==> config.mk <==
export PLATFORM = sky130hd
export DESIGN_NAME = if_fetch_stage
export DESIGN_NICKNAME = d
export VERILOG_FILES = /design/src/rtl/if_fetch_stage.sv
export SDC_FILE = /design/constraint.sdc
export NUM_CORES = 1
export LEC_CHECK = 0
export ABC_AREA = 1
export CAP_MARGIN = 5
export CORE_MARGIN = 2
export CORE_UTILIZATION = 30
export DETAILED_ROUTE_END_ITERATION = 8
export GPL_ROUTABILITY_DRIVEN = 0
export PLACE_DENSITY = 0.46
export SLEW_MARGIN = 20
export SYNTH_ARGS = -nofsm -noshare
export SYNTH_HDL_FRONTEND = slang
export SYNTH_SLANG_ARGS = --single-unit
==> constraint.sdc <==
create_clock -name clk -period 4.3 [get_ports clk]
set_input_delay 0.86 -clock clk [delete_from_list [all_inputs] [get_ports clk]]
set_output_delay 0.86 -clock clk [all_outputs]
set_load 0.05 [all_outputs]
==> src/rtl/if_fetch_stage.sv <==
// Instruction-fetch stage: owns the PC, issues one outstanding fetch at a time to a
// variable-latency instruction memory, and feeds the IF/ID register through a one-entry skid buffer.
`timescale 1ns/1ps

// state | meaning
// ------+---------------------------------------------------------------
// IDLE  | just out of reset, no request yet
// FETCH | request outstanding at imem_addr
// HOLD  | decode stalled, fetched word parked in skid buffer, no request
// DRAIN | redirected while a request was outstanding; discard its data
module if_fetch_stage #(
    parameter int                   ADDR_W    = 16,
    parameter int                   WORD_LEN  = 16,
    parameter logic [ADDR_W-1:0]    RESET_PC  = '0,
    parameter logic [WORD_LEN-1:0]  NOP_INSTR = '0
) (
    input  logic                 clk,
    input  logic                 rst,
    input  logic                 hazard_detected,
    input  logic                 brTaken,
    input  logic [ADDR_W-1:0]    br_target,
    output logic                 imem_req,
    output logic [ADDR_W-1:0]    imem_addr,
    input  logic                 imem_ack,
    input  logic [WORD_LEN-1:0]  imem_rdata,
    output logic [WORD_LEN-1:0]  instruction,
    output logic [ADDR_W-1:0]    pc_ID,
    output logic                 valid_ID
);

    typedef enum logic [1:0] {
        IDLE  = 2'd0,
        FETCH = 2'd1,
        HOLD  = 2'd2,
        DRAIN = 2'd3
    } state_t;

    state_t                state;
    logic [ADDR_W-1:0]     pc;
    logic [WORD_LEN-1:0]   skid_data;
    logic [ADDR_W-1:0]     skid_addr;
    logic                  skid_valid;
    logic                  slot_accept;
    logic [ADDR_W-1:0]     addr_next;

    assign slot_accept = !hazard_detected || !valid_ID;
    assign addr_next   = imem_addr + 1'b1;
    assign imem_req    = (state == FETCH) || (state == DRAIN);

    always_ff @(posedge clk or negedge rst) begin
        if (!rst) begin
            state       <= IDLE;
            pc          <= RESET_PC;
            imem_addr   <= RESET_PC;
            instruction <= NOP_INSTR;
            pc_ID       <= '0;
            valid_ID    <= 1'b0;
            skid_data   <= NOP_INSTR;
            skid_addr   <= '0;
            skid_valid  <= 1'b0;
        end else if (brTaken) begin
            // Redirect wins over stall and capture; only the outstanding request survives.
            valid_ID    <= 1'b0;
            instruction <= NOP_INSTR;
            skid_valid  <= 1'b0;
            pc          <= br_target;
            case (state)
                IDLE, HOLD: begin
                    imem_addr <= br_target;
                    state     <= FETCH;
                end
                FETCH: begin
                    if (imem_ack) begin
                        imem_addr <= br_target;
                    end else begin
                        state <= DRAIN;
                    end
                end
                DRAIN: begin
                    if (imem_ack) begin
                        imem_addr <= br_target;
                        state     <= FETCH;
                    end
                end
                default: state <= IDLE;
            endcase
        end else begin
            case (state)
                IDLE: begin
                    imem_addr <= pc;
                    state     <= FETCH;
                end
                FETCH: begin
                    if (imem_ack) begin
                        pc <= addr_next;
                        if (slot_accept) begin
                            instruction <= imem_rdata;
                            pc_ID       <= imem_addr;
                            valid_ID    <= 1'b1;
                            imem_addr   <= addr_next;
                        end else begin
                            skid_data  <= imem_rdata;
                            skid_addr  <= imem_addr;
                            skid_valid <= 1'b1;
                            state      <= HOLD;
                        end
                    end else if (!hazard_detected) begin
                        valid_ID    <= 1'b0;
                        instruction <= NOP_INSTR;
                    end
                end
                HOLD: begin
                    if (slot_accept) begin
                        instruction <= skid_data;
                        pc_ID       <= skid_addr;
                        valid_ID    <= skid_valid;
                        skid_valid  <= 1'b0;
                        imem_addr   <= pc;
                        state       <= FETCH;
                    end
                end
                DRAIN: begin
                    if (imem_ack) begin
                        imem_addr <= pc;
                        state     <= FETCH;
                    end
                end
                default: state <= IDLE;
            endcase
        end
    end

endmodule

; ---- Word level (Yosys, flattened, before mapping)
; Index checks and enable logic that the tools add are counted.
; Widths: inputs -> output; s select.
[totals]
inputBits = 37
wordCells = 85
out_inout_bits = 50
regBits = 100
[classes]
addsub = 1
n_mux = 40
bitwise = 2
n_eq_ne = 15
reduce_logical = 18
[op_table]
columns = op, count
row1 = $mux 16, 17
row2 = $pmux 16 s2, 3
row3 = $pmux 16 s4, 1
row4 = $ne 3x3->1 const B, 6
row5 = $add 16x1->16 const B, 1
row6 = $reduce_and 4->1, 4
row7 = $mux 2, 6
row8 = $reduce_and 5->1, 2
row9 = $mux 1, 9
row10 = $ne 4x4->1 const B, 2
row11 = $pmux 2 s4, 1
row12 = $ne 2x2->1 const B, 3
row13 = $pmux 2 s3, 1
row14 = $reduce_bool 2->1, 3
row15 = $eq 2x2->1 const B, 2
row16 = $pmux 1 s2, 2
row17 = $reduce_or 2->1, 2
row18 = $ne 3x2->1 const B, 1
row19 = $reduce_bool 3->1, 1
row20 = $eq 2x1->1 const B, 1
row21 = $logic_not 1->1, 2
row22 = $logic_not 2->1, 1
row23 = $logic_or 1x1->1, 2
row24 = $not 1->1, 2
row25 = $reduce_and 2->1, 1

; ---- Depth between registers and ports, before layout
[logic_depth]
depth_word = 6
depth_mapped = 11

; ---- Worst setup path after synthesis
; Ideal clock, no wire load.
[synth_path]
path_kind = flip-flop to output port
startpoint = register state[1]
endpoint = output port imem_req
path_stages_with_launch = 5
setup_slack_ns = 2.358
t_arrival_ns = 1.082
required_time_ns = 3.440
path_cell_list = dfrtp_1 -> inv_1 -> ha_1 -> inv_1 -> nand2_1
[synth_between]
elab_chain_len = 2
[synth_lines]
columns = element, line
row1 = "start, declared", 38  ; state_t state;
row2 = "start signal, assigned", 52  ; state <= IDLE;
row3 = "start signal, assigned", 70  ; state <= FETCH;
row4 = "start signal, assigned", 76  ; state <= DRAIN;
row5 = $eq 2x1->1 / $eq 2x2->1 (equally long branches), 48  ; assign imem_req = (state == FETCH) || (state == DRAIN);
row6 = $logic_or 1x1->1 *, 48
row7 = "end, declared", 22  ; output logic imem_req,
; Every way passes the cells marked *; elsewhere a longest branch is shown, timed or not.

; ---- Final worst setup path
[layout_path]
startpoint = input port brTaken
endpoint = register instruction[5]
[layout_between]
elab_chain_len = 2
[layout_lines]
columns = element, line
row1 = "start, declared", 20  ; input logic brTaken,
row2 = "$ne 4x4->1 (no source line), or another cell as far along", -
row3 = $reduce_and 4->1 (no source line), -
row4 = "end signal, assigned", 97  ; instruction <= imem_rdata;
row5 = "end signal, assigned", 114  ; instruction <= skid_data;
row6 = "end, declared", 26  ; output logic [WORD_LEN-1:0] instruction,
; Several ways; a longest one is shown, not always the timed one.
; A chain may end at the register's enable or synchronous reset.

==> flow_results.xml <==
<?xml version="1.0" encoding="UTF-8"?>
<metrics>
  <group name="synth">
    <metric name="avgSynthCellArea" unit="um^2">7.62</metric>
    <metric name="syn-instance-count" unit="">683</metric>
    <metric name="synth.distinct_cells" unit="">33</metric>
    <metric name="synth_top_cells_by_area" unit="">dfrtp_1 48%, nand2_1 15%, o21ai_0 6.0%</metric>
    <metric name="yosys_warnings" unit="">0</metric>
    <metric name="synth.yosys.seq_area_share" unit="">0.481</metric>
    <metric name="mappedNetlistNets" unit="">725</metric>
    <metric name="synth-seq-cells" unit="">100</metric>
    <metric name="mappedNetlistArea" unit="um^2">5210</metric>
    <metric name="synth.top_cell.area_share" unit="">0.481</metric>
    <metric name="post_synth_top_area_cell" unit="">dfrtp_1</metric>
  </group>
  <group name="clocking">
    <metric name="ctsLongestPathBuffers" unit="">2</metric>
    <metric name="ctsHoldBuffers" unit="">0</metric>
    <metric name="clock-sinks" unit="">100</metric>
    <metric name="tritoncts" unit="">done</metric>
    <metric name="clockRootBuffer" unit="">clkbuf_16</metric>
    <metric name="cts_setup_buffers" unit="">0</metric>
    <metric name="cts.reportedPaths.clkPinSlew" unit="ps">70</metric>
    <metric name="cts_buffers" unit="">9</metric>
    <metric name="clk-insertion-delay-late" unit="ps">350</metric>
    <metric name="cts-resized-gates" unit="">0</metric>
    <metric name="cts.htree.levels" unit="">3</metric>
  </group>
  <group name="timing">
    <metric name="timing_max_transition_violations_final" unit="">0</metric>
    <metric name="finish_stage_setup_viols" unit="">0</metric>
    <metric name="max_slew.worst_pin.slew" unit="ps">980</metric>
    <metric name="clock-skew-final" unit="ps">9.17</metric>
    <metric name="grt_setup_unrepaired" unit="">no</metric>
    <metric name="fin_crit_sh" unit="">0.760</metric>
    <metric name="max_freq" unit="MHz">306</metric>
    <metric name="post_layout_minimum_cycle_time" unit="ps">3270</metric>
    <metric name="slew_headroom" unit="">0.345</metric>
    <metric name="final.hold.worst_slack" unit="ps">489</metric>
    <metric name="report.final.hold_viol_count" unit="">0</metric>
    <metric name="final.setup.tns" unit="ps">0</metric>
  </group>
  <group name="floorplan">
    <metric name="die_x" unit="um">136</metric>
    <metric name="coreArea" unit="um^2">17100</metric>
    <metric name="placement_rows" unit="">48</metric>
    <metric name="die-area" unit="um^2">18400</metric>
    <metric name="die_h" unit="um">136</metric>
    <metric name="i_o_pin_count" unit="">87</metric>
    <metric name="start_util" unit="">0.304</metric>
  </group>
  <group name="setup_path">
    <metric name="slowest_delay" unit="ps">650</metric>
    <metric name="cp_cell_sequence" unit="">clkdlybuf4s50_1, buf_4, inv_2, nand2_2, nor2_1, a31oi_2, nand3_2, nand2_1, o21ai_2</metric>
    <metric name="timing.critical_path.from_type" unit="">primary input</metric>
    <metric name="worstPathArrival" unit="ps">3480</metric>
    <metric name="cp.required" unit="ps">4510</metric>
    <metric name="slowest_stage" unit="">nand3_2</metric>
    <metric name="timing_worst_setup_path_type" unit="">in -&gt; reg</metric>
    <metric name="worstSetupEndpointType" unit="">flip-flop</metric>
    <metric name="worstPathMaxFanout" unit="">40</metric>
  </group>
  <group name="route">
    <metric name="detail-route-antenna-nets" unit="">0</metric>
    <metric name="detailroute.via_count" unit="">4555</metric>
    <metric name="vias_per_cell" unit="">4.63</metric>
    <metric name="drt_drc_violations_left" unit="">0</metric>
    <metric name="first_pass_iters" unit="">5</metric>
    <metric name="detail_route.wirelength" unit="mm">13.9</metric>
    <metric name="drt_first_iter_violations" unit="">320</metric>
    <metric name="route.detailed.wl_per_inst" unit="um">14.1</metric>
  </group>
  <group name="grt">
    <metric name="grt_pass1_wl" unit="mm">22.4</metric>
    <metric name="grt_antenna_before_repair" unit="">0</metric>
    <metric name="grt_overflow_total" unit="">0</metric>
    <metric name="track_usage" unit="">0.156</metric>
    <metric name="first_global_vias" unit="">4248</metric>
    <metric name="grt_max_degree" unit="">65</metric>
  </group>
  <group name="pwr">
    <metric name="power_switching_share" unit="">0.476</metric>
    <metric name="switchingPower" unit="uW">2420</metric>
    <metric name="internal_power" unit="uW">2670</metric>
    <metric name="p_comb_frac" unit="">0.503</metric>
    <metric name="power.density_cell_area" unit="nW/um^2">779</metric>
    <metric name="power.static_leakage" unit="uW">0.00305</metric>
    <metric name="finalPower" unit="uW">5090</metric>
    <metric name="p_clk_frac" unit="">0.175</metric>
    <metric name="power.ir.vdd_worst" unit="V">0.000298</metric>
    <metric name="power.sequential.fraction" unit="">0.322</metric>
  </group>
  <group name="cells_and_area">
    <metric name="finish.utilization" unit="">0.382</metric>
    <metric name="fill_cells" unit="">1800</metric>
    <metric name="syn_to_final_growth" unit="%">25.6</metric>
    <metric name="mostFrequentLayoutCells" unit="">210 x nand2_1, 100 x dfrtp_1, 85 x clkdlybuf4s50_1</metric>
    <metric name="antenna_cells" unit="">0</metric>
    <metric name="mostFrequentLayoutCell" unit="">nand2_1</metric>
    <metric name="fraction_of_final_layout_cells_sized_beyond_drive_strength_1" unit="">0.0752</metric>
    <metric name="numnets_final" unit="">795</metric>
  </group>
  <group name="run">
    <metric name="maxCapViolCount" unit="">0</metric>
  </group>
  <group name="placed_design">
    <metric name="port_buffers" unit="">86</metric>
    <metric name="hpwlAfterDp" unit="mm">9.78</metric>
  </group>
  <group name="worst_hold_path">
    <metric name="hold_path.class" unit="">reg -&gt; reg</metric>
  </group>
  <group name="outcome">
    <metric name="run_status" unit="">finished clean</metric>
  </group>
</metrics>
logic make-up after synthesis:
family                     share of synthesized area
and+or+nand+nor                                0.251
DFF                                            0.481
adders and majority gates                     0.0120
buffers and inverters                         0.0932
xor gates and xnor gates                     0.00673
AOI/OAI and AO/OA                              0.156
power by group through the flow:
stage / combinational (uW) / clock [uW] / sequential [uW]
2_1_floorplan: 1160 / 0 / 2270
3_3_place_gp: 2550 / 0 / 1650
3_5_place_dp: 2580 / 0 / 1660
4_1_cts: 2590 / 921 / 1640
5_1_grt: 2830 / 952 / 1690
6_report: 2560 / 892 / 1640
flip-flops by register name, indices dropped and copies added, names as in the netlist:
register	flops
imem_addr	16
instruction	16
pc	16
pc_ID	16
skid_addr	16
skid_data	16
state	2
skid_valid	1
valid_ID	1
Yosys cell counts:
cell / instances
nor4_4: 1
a22oi_1: 1
nand4_1: 4
buf_4: 2
or2_2: 1
o221ai_1: 2
o21ai_1: 28
nand3_1: 41
ha_1: 5
o21ai_2: 18
inv_2: 5
a31oi_1: 4
or2_0: 1
buf_6: 5
clkbuf_1: 17
nor2_2: 1
o211ai_1: 2
a21oi_2: 1
a21boi_0: 1
nor2_1: 53
nand2_2: 2
or2_1: 1
a31oi_2: 1
inv_1: 75
nand4_2: 1
nand2_1: 210
dfrtp_1: 100
a21oi_1: 22
buf_2: 10
nand3_2: 1
o21ai_0: 62
nor3_2: 1
xor2_1: 4
area by class of cell:
class / instances / area (um^2) / share of cell area
clock buffers: 10 / 239 / 0.0365
multi-input cells: 469 / 2220 / 0.339
repair buffers: 93 / 911 / 0.139
inverters: 80 / 300 / 0.0459
flip-flops and latches: 100 / 2500 / 0.383
well taps: 225 / 282 / 0.0430
clock inverters: 6 / 87.6 / 0.0134
final timing paths:
kind | from | to | slack (ps) | cells after the start
max in group asynchronous | rst | imem_addr[15] | 2860 | 2
hold reg to reg | instruction[8] | instruction[8] | 490 | 2
hold / removal | instruction[8] | instruction[8] | 490 | 2
min in group asynchronous | rst | instruction[9] | 620 | 1
setup reg to reg | state[1] | instruction[5] | 1710 | 8
setup / recovery | brTaken | instruction[5] | 1030 | 9
routing by layer:
| layer | GRT usage | vias to the layer above | wire [um] |
|---|---|---|---|
| met3 | 0.0337 | 14 | 578 |
| li1 | - | 2312 | - |
| met2 | 0.227 | 96 | 5970 |
| met4 | 0.0399 | 0 | 153 |
| met5 | 0 | - | 0 |
| met1 | 0.233 | 2133 | 7170 |
stage by stage:
| stage | instance area, um^2 | setup slack (ps) | cells |
|---|---|---|---|
| final | 6540 | 1030 | 983 |
| after global routing | 6540 | 722 | 983 |
| after CTS | 6540 | 993 | 983 |
| after detailed placement | 6210 | 625 | 967 |
| after global placement | 6210 | 719 | 967 |
| after floorplan | 5210 | 2360 | 683 |
worst max-delay path, delay by kind of cell:
| family | cells | cell delay (ps) |
|---|---|---|
| AO/OA/AOI/OAI | 2 | 240 |
| buffers and inverters | 3 | 1070 |
| AND/OR/NAND/NOR | 4 | 1270 |
Note: power is estimated with default switching activity, not from simulation.
